## config.mk

```make
export PLATFORM = sky130hd
export DESIGN_NAME = exc_ctrl
export DESIGN_NICKNAME = d
export VERILOG_FILES = /design/src/rtl/exc_ctrl.sv
export SDC_FILE = /design/constraint.sdc
export NUM_CORES = 1
export LEC_CHECK = 0
export BUFFER_PORTS_ARGS = -buffer_cell sky130_fd_sc_hd__buf_2
export CAP_MARGIN = 20
export CORE_UTILIZATION = 40
export CTS_BUF_LIST = sky130_fd_sc_hd__clkbuf_4
export DETAILED_ROUTE_END_ITERATION = 16
export HOLD_SLACK_MARGIN = 0.08
export PLACE_DENSITY = 0.74
export SYNTH_ARGS = -nofsm -noshare
export SYNTH_HDL_FRONTEND = slang
export SYNTH_SLANG_ARGS = --single-unit
export TNS_END_PERCENT = 1
```

## constraint.sdc

```tcl
create_clock -name clk -period 5.1 [get_ports clk]
set_clock_uncertainty 0.15 [all_clocks]
set_input_delay 1.275 -clock clk [delete_from_list [all_inputs] [get_ports clk]]
set_output_delay 1.275 -clock clk [all_outputs]
set_load 0.05 [all_outputs]
```

## src/rtl/exc_ctrl.sv

```systemverilog
// Commit-side exception/interrupt controller.
// Each accepted commit is classified as a retire, a trap (interrupt or
// synchronous exception) or an MRET. The same cycle it raises the matching
// CSR strobes, and for a trap or an MRET it also starts a
// flush -> redirect sequence.
//
// Handshake: a commit transfers in any cycle where commit_valid && commit_ready.
// commit_ready is high only in IDLE. The CSR strobes are combinational from
// that transfer and are valid only in that cycle.
module exc_ctrl #(
  parameter int unsigned XLEN                 = 64,
  parameter int unsigned EXCEPTION_CODE_WIDTH = 4,
  parameter int unsigned VIRTUAL_ADDR_LEN     = 32
) (
  input  logic                            clk,
  input  logic                            reset,
  // commit stage
  input  logic                            commit_valid,
  output logic                            commit_ready,
  input  logic [VIRTUAL_ADDR_LEN-1:0]     commit_pc,
  input  logic                            commit_exception,
  input  logic [EXCEPTION_CODE_WIDTH-1:0] commit_ecause,
  input  logic                            commit_mret,
  // CSR inputs
  input  logic                            eip,
  input  logic                            sip,
  input  logic                            tip,
  input  logic [VIRTUAL_ADDR_LEN-1:0]     trap_vector,
  input  logic [VIRTUAL_ADDR_LEN-1:0]     mret_vector,
  // CSR side-effect strobes
  output logic                            retired,
  output logic                            traped,
  output logic                            mret,
  output logic [VIRTUAL_ADDR_LEN-1:0]     ecp,
  output logic [EXCEPTION_CODE_WIDTH-1:0] trap_cause,
  output logic                            interupt,
  // pipeline control
  output logic                            flush,
  input  logic                            flush_done,
  output logic                            redirect_valid,
  output logic [VIRTUAL_ADDR_LEN-1:0]     redirect_pc,
  // debug view of the sequencing state
  output logic [1:0]                      dbg_state
);

  // The interrupt cause literals are never wider than the CSR data path.
  localparam int unsigned CODE_W = (EXCEPTION_CODE_WIDTH < XLEN) ? EXCEPTION_CODE_WIDTH : XLEN;
  localparam logic [EXCEPTION_CODE_WIDTH-1:0] CAUSE_MEI = EXCEPTION_CODE_WIDTH'(CODE_W'(11));
  localparam logic [EXCEPTION_CODE_WIDTH-1:0] CAUSE_MSI = EXCEPTION_CODE_WIDTH'(CODE_W'(3));
  localparam logic [EXCEPTION_CODE_WIDTH-1:0] CAUSE_MTI = EXCEPTION_CODE_WIDTH'(CODE_W'(7));

  typedef enum logic [1:0] {
    S_IDLE     = 2'd0,
    S_FLUSH    = 2'd1,
    S_REDIRECT = 2'd2
  } state_e;

  state_e                      state_q, state_d;
  logic [VIRTUAL_ADDR_LEN-1:0] target_q, target_d;
  logic                        flush_q, flush_d;
  logic                        redirect_valid_q, redirect_valid_d;
  logic [VIRTUAL_ADDR_LEN-1:0] redirect_pc_q, redirect_pc_d;
  logic                        commit_fire;

  assign commit_ready   = (state_q == S_IDLE);
  assign commit_fire    = commit_valid && commit_ready;
  assign flush          = flush_q;
  assign redirect_valid = redirect_valid_q;
  assign redirect_pc    = redirect_pc_q;
  assign dbg_state      = state_q;

  // Classify the accepted commit, drive the CSR strobes and compute the next state.
  always_comb begin
    retired    = 1'b0;
    traped     = 1'b0;
    mret       = 1'b0;
    ecp        = '0;
    trap_cause = '0;
    interupt   = 1'b0;
    state_d    = state_q;
    target_d   = target_q;
    case (state_q)
      S_IDLE: begin
        if (commit_fire) begin
          if (eip || sip || tip) begin
            // An interrupt wins over any exception or MRET on the same instruction.
            traped     = 1'b1;
            interupt   = 1'b1;
            ecp        = commit_pc;
            trap_cause = eip ? CAUSE_MEI : (sip ? CAUSE_MSI : CAUSE_MTI);
            target_d   = trap_vector;
            state_d    = S_FLUSH;
          end else if (commit_exception) begin
            traped     = 1'b1;
            ecp        = commit_pc;
            trap_cause = commit_ecause;
            target_d   = trap_vector;
            state_d    = S_FLUSH;
          end else if (commit_mret) begin
            mret     = 1'b1;
            retired  = 1'b1;
            target_d = mret_vector;
            state_d  = S_FLUSH;
          end else begin
            retired = 1'b1;
          end
        end
      end
      S_FLUSH: begin
        if (flush_done) state_d = S_REDIRECT;
      end
      S_REDIRECT: begin
        state_d = S_IDLE;
      end
      default: begin
        state_d = S_IDLE;
      end
    endcase
    // The pipeline-control outputs are registered as a decode of the next state.
    flush_d          = (state_d == S_FLUSH);
    redirect_valid_d = (state_d == S_REDIRECT);
    redirect_pc_d    = (state_d == S_REDIRECT) ? target_d : '0;
  end

  // State, redirect target and registered pipeline-control outputs.
  always_ff @(posedge clk) begin
    if (reset) begin
      state_q          <= S_IDLE;
      target_q         <= '0;
      flush_q          <= 1'b0;
      redirect_valid_q <= 1'b0;
      redirect_pc_q    <= '0;
    end else begin
      state_q          <= state_d;
      target_q         <= target_d;
      flush_q          <= flush_d;
      redirect_valid_q <= redirect_valid_d;
      redirect_pc_q    <= redirect_pc_d;
    end
  end

endmodule
```

==> flow_metrics.py, run 1 <==
metrics = {
    "die": {
        "die-area_um2": 8302,
        "num_rows": 32,
        "start_util_pct": 41.32,
        "core_area_um2": 7687,
        "die_y_um": 91.12,
        "num_io_pins": 186,
        "die_w_um": 91.12,
    },
    "place": {
        "place_congestion": 0.7316,
        "numPortBuffers": 185,
        "dp_hpwl_um": 6077,
    },
    "finish": {
        "diodes": 0,
        "nets": 596,
        "fillers": 723,
        "drive_gt1_share_pct": 49.59,
        "syn_to_final_growth_pct": 34.34,
    },
    "worst_setup_path": {
        "cp-end-kind": "output port",
        "cp_num_cells": 5,
        "path_buf_inv": 2,
        "r2r_cells": 4,
        "crit_path_max_incr_delay_ns": 0.44,
        "cp.required_ns": 3.67,
        "r2r_slack_ns": 3.22,
        "critPathMaxFanout": 36,
        "start_kind": "primary input",
        "critPathTopFamily": "simple AND/OR/NAND/NOR gates",
        "worstPathArrival_ns": 2.70,
        "cp_common_cell": "buf_2",
        "crit_chain": "buf_2 -> or3b_1 -> nor2_8 -> nor4b_2 -> buf_2",
        "critPathKind": "primary input to output port",
        "reg2reg_from": "dbg_state[1]",
        "r2r-end": "target_q[1]",
        "crit_slowest_cell": "or3b_1",
    },
    "sta": {
        "rsz0062_at_grt": "false",
        "worst_pin_slew_ns": 0.7492,
        "tns_ns": 0,
        "finalHoldViolations": 0,
        "fmax_ghz": 0.2423,
        "relSlewSlack_pct": 49.64,
        "post-route-min-period_ns": 4.128,
        "setup_violations": 0,
        "period_share_pct": 80.93,
        "final_max_slew_viol_count": 0,
    },
    "clock_network": {
        "numCtsBuffers": 9,
        "cts.path.max_buffers": 2,
        "cts.sinks": 68,
        "cts_setup_buffers": 0,
        "cts-root-buf": "clkbuf_4",
        "hold_buffers": 0,
        "cts_htree_levels": 3,
        "path_clk_slew_ns": 0.10,
        "cts_tree": "yes",
        "clk_latency_ns": 0.41,
        "cts_resized": 0,
    },
    "grt": {
        "first_global_vias": 2807,
        "grt-busiest-layer": "met2",
        "grt_use_met1_pct": 21.10,
        "grt_pass1_wl_um": 13130,
        "grt_use_met2_pct": 37.06,
        "grt_use_met3_pct": 5.109,
        "grt_max_degree": 38,
        "antenna_found_initial": 0,
        "grt.overflow.total": 0,
        "grt.total_usage_pct": 20.15,
    },
    "synth": {
        "ys.warnings.count": 0,
        "synth.top_cell.area_share_pct": 42.85,
        "ys_ff_latch": 68,
        "seq_area_frac_synth_pct": 42.85,
        "yosysTopAreaCell": "dfxtp_1",
        "synthesis.area_um2": 3177,
        "postSynthCellCount": 310,
        "syn_avg_cell_area_um2": 10.25,
        "synth.top_cells.by_area": "dfxtp_1, and2_1, mux2_2, mux2i_1, nand3b_1",
        "synth.distinct_cells": 27,
        "syn_nets": 419,
    },
    "worst_hold_path": {
        "min-delay-path-class": "flop to flop",
        "worstHoldStart": "target_q[28]",
        "holdPathEnd": "redirect_pc[28]",
        "min_path_cells": 1,
    },
    "detailed_routing": {
        "antenna_left": 0,
        "post_drt_wl_per_cell_um": 14.22,
        "drt-initial-drc-count": 84,
        "routed-via-count": 2924,
        "drc": 0,
        "drtPass1Iterations": 4,
        "drt_wl_total_um": 8449,
        "vias_per_cell": 4.923,
    },
    "power": {
        "finalPower_w": 0.001214,
        "p_leak_nw": 2.038,
        "peakVddDrop_v": 0.0001657,
        "power_density_nw_per_um2": 284.5,
    },
    "flow_run": {
        "max_cap_violations": 0,
    },
    "run_status": {
        "status": "completed",
    },
}
==> metrics by stage <==
step	hold slack [ns]	util (%)	area [µm²]	setup WS, ns	cells
after floorplan	0.2988	-	3177	0.8133	310
after global placement	0.3072	53.66	4125	1.006	578
after detailed placement	0.3174	53.66	4125	0.9679	578
after CTS	0.3466	55.52	4268	0.9629	594
after global routing	0.3583	55.52	4268	0.8557	594
final	0.3440	55.52	4268	0.9725	594
==> worst max-delay path by stage <==
stage / startpoint / to / slack, ns
floorplan: commit_valid / trap_cause[2] / 0.81
global placement: commit_valid / trap_cause[2] / 1.01
detailed placement: sip / ecp[2] / 0.97
CTS: sip / ecp[2] / 0.96
global route: sip / ecp[14] / 0.86
finish: commit_valid / trap_cause[2] / 0.97
==> power breakdown <==
group          leakage (nW)  internal (W)  total (W)  switching [W]
logic                  1.40      0.000106   0.000284       0.000178
clock network        0.0802      0.000152   0.000361       0.000209
registers             0.554      0.000555   0.000570      0.0000150
total                  2.04      0.000812    0.00121       0.000402
==> placed cells by master, fill, tap and decap left out, types with 3 or more instances in the layout <==
cell type,count
a21oi_1,3
and2_1,65
buf_2,185
buf_4,5
clkbuf_4,9
clkinv_4,3
dfxtp_1,68
mux2_2,32
mux2i_1,32
nand3b_1,33
nor2_1,5
o21ai_0,3
o21ai_1,29
==> final cells by class <==
| type | count | area [µm²] | share of cell area [%] |
|---|---|---|---|
| multi-input combinational | 218 | 1673 | 39.20 |
| sequential | 68 | 1361 | 31.90 |
| timing repair buffer | 190 | 963.4 | 22.57 |
| tap | 102 | 127.6 | 2.990 |
| clock inverter | 7 | 75.07 | 1.759 |
| clock buffer | 9 | 67.56 | 1.583 |
==> state kept, by name (all words and copies together), names as in the netlist <==
register and flops:
target_q 32, flush 1, redirect_valid 1, dbg_state 2, redirect_pc 32
==> cell families (layout without fill, tap and decap cells) <==
group	Yosys count	in the layout	share of synthesized area, %
compound gates	38	38	6.341
buf+inv	24	206	4.686
flops	68	68	42.85
mux	64	64	21.43
simple gates	116	116	24.70
==> cell usage after synthesis <==
master,instances
clkbuf_1,9
and3_1,1
buf_4,2
buf_6,6
nor2_1,5
o21ai_1,29
nor3_1,1
buf_1,2
or3b_1,1
buf_2,5
o21ai_0,3
nor4bb_1,1
nand2b_1,2
nand3b_1,33
nor4b_2,1
nor2_8,1
and4bb_2,1
dfxtp_1,68
mux2_2,32
nand2_1,2
o21ba_2,2
and2_1,65
a21oi_1,3
a31oi_1,1
nor3b_1,1
mux2i_1,32
nor4_1,1
==> routing by layer <==
layer / part of all wire, % / up-vias
li1: - / 1423
met1: 40 / 1366
met2: 51 / 117
met3: 6.0 / 18
met4: 2.6 / 0
met5: 0 / -
==> worst register-to-register path, cell delays in order, from the launching register on <==
cell and delay, ns:
dfxtp_1 0.38, nor3b_1 0.34, nand2b_1 0.42, buf_4 0.36
o21ai_0 0.18
(Power assumes the default switching activity.)
==> inputs of run 2 (changes only) <==
==> constraint.sdc (replaced) <==
create_clock -name clk -period 3.95 [get_ports clk]
set_clock_uncertainty 0.15 [all_clocks]
set_input_delay 0.9875 -clock clk [delete_from_list [all_inputs] [get_ports clk]]
set_output_delay 0.9875 -clock clk [all_outputs]
set_load 0.05 [all_outputs]
==> flow_metrics.py, run 2 (synthesis gave the netlist of run 1 again) <==
metrics = {
    "sta": {
        "fmax_ghz": 0.2826,
        "final_max_slew_viol_count": 0,
        "setup_violations": 0,
        "finalHoldViolations": 0,
        "relSlewSlack_pct": 57.72,
        "period_share_pct": 89.59,
        "post-route-min-period_ns": 3.539,
        "rsz0062_at_grt": "false",
        "worst_pin_slew_ns": 0.6342,
        "tns_ns": 0,
        "hold_ws_ns": 0.3307,
    },
    "clock_network": {
        "path_clk_slew_ns": 0.13,
        "clk_latency_ns": 0.40,
        "hold_buffers": 0,
        "cts.path.max_buffers": 2,
        "cts_resized": 0,
        "cts_tree": "yes",
        "cts_setup_buffers": 0,
        "cts-root-buf": "clkbuf_4",
        "cts_htree_levels": 3,
        "cts.sinks": 68,
        "numCtsBuffers": 9,
    },
    "grt": {
        "first_global_vias": 2961,
        "grt.overflow.total": 0,
        "grt.total_usage_pct": 20.39,
        "grt_max_degree": 38,
        "antenna_found_initial": 0,
        "grt_pass1_wl_um": 13620,
    },
    "worst_setup_path": {
        "r2r-end": "target_q[1]",
        "worstPathArrival_ns": 2.40,
        "critPathKind": "primary input to output port",
        "cp.required_ns": 2.81,
        "cp_common_cell": "buf_2",
        "crit_path_max_incr_delay_ns": 0.44,
        "r2r_cells": 4,
        "r2r_slack_ns": 2.11,
        "critPathMaxFanout": 36,
        "crit_chain": "buf_2 -> or3b_1 -> nor2_8 -> nor4b_2 -> buf_2",
        "start_kind": "primary input",
        "reg2reg_from": "dbg_state[1]",
        "cp-end-kind": "output port",
        "crit_slowest_cell": "or3b_1",
    },
    "detailed_routing": {
        "met1_length_um": 3374,
        "drt-initial-drc-count": 80,
        "antenna_left": 0,
        "routed-via-count": 2910,
        "wl_met2_um": 4274,
        "drt_wl_total_um": 8308,
        "drc": 0,
        "drtPass1Iterations": 4,
        "vias_per_cell": 4.891,
        "post_drt_wl_per_cell_um": 13.96,
        "wl_met3_um": 543,
        "top_layer": "met4",
    },
    "power": {
        "clkPwrFrac_pct": 29.8,
        "seqPwrFrac_pct": 46.8,
        "p_leak_nw": 2.040,
        "pwr-share-comb_pct": 23.4,
        "power_density_nw_per_um2": 367.3,
        "p_switching_w": 0.0005204,
        "p_int_w": 0.001050,
        "swShare_pct": 33.14,
        "finalPower_w": 0.001570,
        "peakVddDrop_v": 0.0001645,
    },
    "finish": {
        "diodes": 0,
        "final_cells": 595,
        "final_common_cell": "buf_2",
        "fillers": 738,
        "syn_to_final_growth_pct": 34.54,
        "nets": 597,
        "drive_gt1_share_pct": 49.70,
        "final_cell_mix": "buf_2, dfxtp_1, and2_1, nand3b_1",
        "final_cell_area_um2": 4274,
    },
    "worst_hold_path": {
        "min_path_cells": 1,
        "min-delay-path-class": "flop to flop",
        "worstHoldStart": "target_q[22]",
        "holdPathEnd": "redirect_pc[22]",
    },
    "die": {
        "die-area_um2": 8302,
        "die_y_um": 91.12,
        "num_io_pins": 186,
        "num_rows": 32,
        "core_area_um2": 7687,
        "die_w_um": 91.12,
        "start_util_pct": 41.32,
    },
    "flow_run": {
        "max_cap_violations": 0,
    },
    "place": {
        "place_congestion": 0.7450,
        "numPortBuffers": 185,
        "placed_cells": 579,
        "place_area_um2": 4133,
        "dp_hpwl_um": 5836,
    },
    "run_status": {
        "status": "completed",
    },
}
-- run 2: cell count changes in the layout (fill, tap and decap cells not counted), sizes merged --
cell	previous run	this run
clkinv	5	3
clkinvlp	0	1
inv	1	2
buf	190	191
-- run 2: worst max-delay path by stage --
| stage | endpoint | start | slack [ns] |
|---|---|---|---|
| global placement | trap_cause[2] | commit_valid | 0.45 |
| CTS | trap_cause[2] | commit_valid | 0.40 |
| floorplan | trap_cause[2] | commit_valid | 0.24 |
| detailed placement | trap_cause[2] | commit_valid | 0.41 |
| finish | trap_cause[2] | commit_valid | 0.41 |
| global route | trap_cause[2] | commit_valid | 0.30 |
-- run 2: area by class of cell --
cell class	instances	area [µm²]	area share, %
Multi-Input combinational cell	218	1673	39.14
Sequential cell	68	1361	31.85
Timing Repair Buffer	191	970.9	22.72
Tap cell	102	127.6	2.986
Clock inverter	7	73.82	1.727
Clock buffer	9	67.56	1.581
-- run 2: per-stage QoR --
stage | setup slack [ns] | utilization [%]
floorplan | 0.2383 | -
global placement | 0.4544 | 53.76
detailed placement | 0.4079 | 53.76
CTS | 0.4029 | 55.60
global route | 0.3033 | 55.60
finish | 0.4110 | 55.60
-- run 2: critical path: cells and delay by family --
kind                   cells  cell delay, ns
AND/OR/NAND/NOR            3            1.02
buffers and inverters      2            0.40
-- run 2: power by group through the flow --
stage	clock [W]	combinational [W]	sequential (W)
2_1_floorplan	0	0.000246	0.000766
3_5_place_dp	0	0.000369	0.000751
6_report	0.000467	0.000367	0.000735
3_3_place_gp	0	0.000364	0.000750
4_1_cts	0.000484	0.000370	0.000735
5_1_grt	0.000513	0.000393	0.000741
-- run 2: per-layer routing --
layer | vias up | GRT usage (%)
met4 | 0 | 6.481
met1 | 1360 | 21.39
met5 | - | 0
met2 | 118 | 38.95
met3 | 10 | 5.611
li1 | 1422 | -
==> inputs of run 3 (changes only) <==
--- a/config.mk
+++ b/config.mk
@@ -7,11 +7,13 @@
 export LEC_CHECK = 0
 export BUFFER_PORTS_ARGS = -buffer_cell sky130_fd_sc_hd__buf_2
 export CAP_MARGIN = 20
+export CORE_MARGIN = 4
 export CORE_UTILIZATION = 40
 export CTS_BUF_LIST = sky130_fd_sc_hd__clkbuf_4
 export DETAILED_ROUTE_END_ITERATION = 16
 export HOLD_SLACK_MARGIN = 0.08
 export PLACE_DENSITY = 0.74
+export RECOVER_POWER = 50
 export SYNTH_ARGS = -nofsm -noshare
 export SYNTH_HDL_FRONTEND = slang
 export SYNTH_SLANG_ARGS = --single-unit
==> flow_metrics.py, run 3 (synthesis gave the netlist of run 1 again) <==
metrics = {
    "flow_run": {
        "max_cap_violations": 0,
    },
    "power": {
        "peakVddDrop_v": 0.0001821,
        "p_switching_w": 0.0005149,
        "swShare_pct": 31.67,
        "p_leak_nw": 1.877,
        "finalPower_w": 0.001626,
        "seqPwrFrac_pct": 45.2,
        "pwr-share-comb_pct": 22.6,
        "power_density_nw_per_um2": 383.0,
        "p_int_w": 0.001111,
        "clkPwrFrac_pct": 32.2,
    },
    "place": {
        "numPortBuffers": 185,
        "place_congestion": 0.8630,
        "dp_hpwl_um": 6420,
    },
    "clock_network": {
        "cts_tree": "yes",
        "cts_setup_buffers": 0,
        "path_clk_slew_ns": 0.14,
        "hold_buffers": 0,
        "numCtsBuffers": 9,
        "cts.sinks": 68,
        "clk_latency_ns": 0.41,
        "cts_htree_levels": 3,
        "cts-root-buf": "clkbuf_4",
        "cts_resized": 0,
        "cts.path.max_buffers": 2,
    },
    "grt": {
        "first_global_vias": 2902,
        "antenna_found_initial": 0,
        "grt_use_met1_pct": 20.03,
        "grt.total_usage_pct": 18.58,
        "grt_max_degree": 37,
        "grt_pass1_wl_um": 14270,
        "grt-busiest-layer": "met2",
        "grt.overflow.total": 0,
        "grt_use_met2_pct": 34.18,
        "grt_use_met3_pct": 4.953,
    },
    "finish": {
        "diodes": 0,
        "nets": 596,
        "fillers": 780,
        "final_common_cell": "buf_2",
        "final_core_util_pct": 54.94,
        "drive_gt1_share_pct": 41.87,
        "syn_to_final_growth_pct": 33.64,
        "final_cell_mix": "buf_2, dfxtp_1, and2_1, clkbuf_1, nand3b_1",
    },
    "sta": {
        "post-route-min-period_ns": 3.537,
        "worst_pin_slew_ns": 1.110,
        "rsz0062_at_grt": "false",
        "tns_ns": 0,
        "setup_violations": 0,
        "final_max_slew_viol_count": 0,
        "hold_ws_ns": 0.3156,
        "relSlewSlack_pct": 26.02,
        "fmax_ghz": 0.2828,
        "period_share_pct": 89.53,
        "finalHoldViolations": 0,
    },
    "detailed_routing": {
        "drt_wl_total_um": 9050,
        "drtPass1Iterations": 4,
        "routed-via-count": 2877,
        "post_drt_wl_per_cell_um": 15.24,
        "drt-initial-drc-count": 78,
        "drc": 0,
        "antenna_left": 0,
        "vias_per_cell": 4.843,
    },
    "worst_setup_path": {
        "cp-end-kind": "output port",
        "start_kind": "primary input",
        "crit_start": "commit_valid",
        "cp_common_cell": "buf_2",
        "critPathTopFamily": "simple AND/OR/NAND/NOR gates",
        "worstPathArrival_ns": 2.40,
        "critPathKind": "primary input to output port",
        "critPathMaxFanout": 36,
        "crit_slowest_cell": "or3b_1",
        "path_buf_inv": 2,
        "cp.required_ns": 2.81,
        "crit_chain": "buf_2 -> or3b_1 -> nor2_8 -> nor4b_2 -> buf_2",
        "reg2reg_from": "dbg_state[1]",
        "crit_path_max_incr_delay_ns": 0.44,
    },
    "run_status": {
        "status": "completed",
    },
    "die": {
        "core_area_um2": 7727,
        "die_w_um": 97.12,
        "die-area_um2": 9431,
        "start_util_pct": 41.11,
        "num_rows": 32,
        "num_io_pins": 186,
        "die_y_um": 97.12,
    },
    "worst_hold_path": {
        "min-delay-path-class": "flop to flop",
        "worstHoldStart": "target_q[1]",
    },
}
run 3: power groups by stage:
stage / Sequential (W) / Clock [W] / Combinational (W)
finish: 0.000735 / 0.000523 / 0.000368
CTS: 0.000735 / 0.000538 / 0.000373
global placement: 0.000749 / 0 / 0.000366
floorplan: 0.000766 / 0 / 0.000246
global route: 0.000740 / 0.000564 / 0.000395
detailed placement: 0.000751 / 0 / 0.000372
run 3: worst register-to-register path, delay by kind of cell (launching register included):
family	cells	cell delay, ns
DFF	1	0.39
buffers and inverters	1	0.37
AOI/OAI and AO/OA	1	0.17
and+or+nand+nor	2	0.73
run 3: layer usage:
layer | share of wire (%) | wire, µm
met4 | 1.9 | 169
met5 | 0 | 0
met3 | 6.8 | 611
met1 | 39 | 3571
met2 | 52 | 4698
run 3: path summary, 6_finish.rpt:
kind	endpoint	slack, ns	cells after the start
min reg2reg	redirect_pc[1]	0.32	1
max	trap_cause[2]	0.41	5
min	redirect_pc[1]	0.32	1
max reg2reg	target_q[3]	2.07	4
run 3: layout make-up:
type                            count  area [µm²]  area share (%)
Clock buffer                        9       67.56           1.592
Sequential cell                    68        1361           32.07
Tap cell                          102       127.6           3.006
Timing Repair Buffer              190       917.1           21.60
Multi-Input combinational cell    218        1673           39.40
Clock inverter                      7       98.84           2.328
run 3: metrics by stage:
step / instances / worst slack (ns) / cell area [µm²]
after detailed placement: 578 / 0.4043 / 4125
after global routing: 594 / 0.2888 / 4245
after floorplan: 310 / 0.2383 / 3177
final: 594 / 0.4135 / 4245
after CTS: 594 / 0.3927 / 4292
after global placement: 578 / 0.4546 / 4125
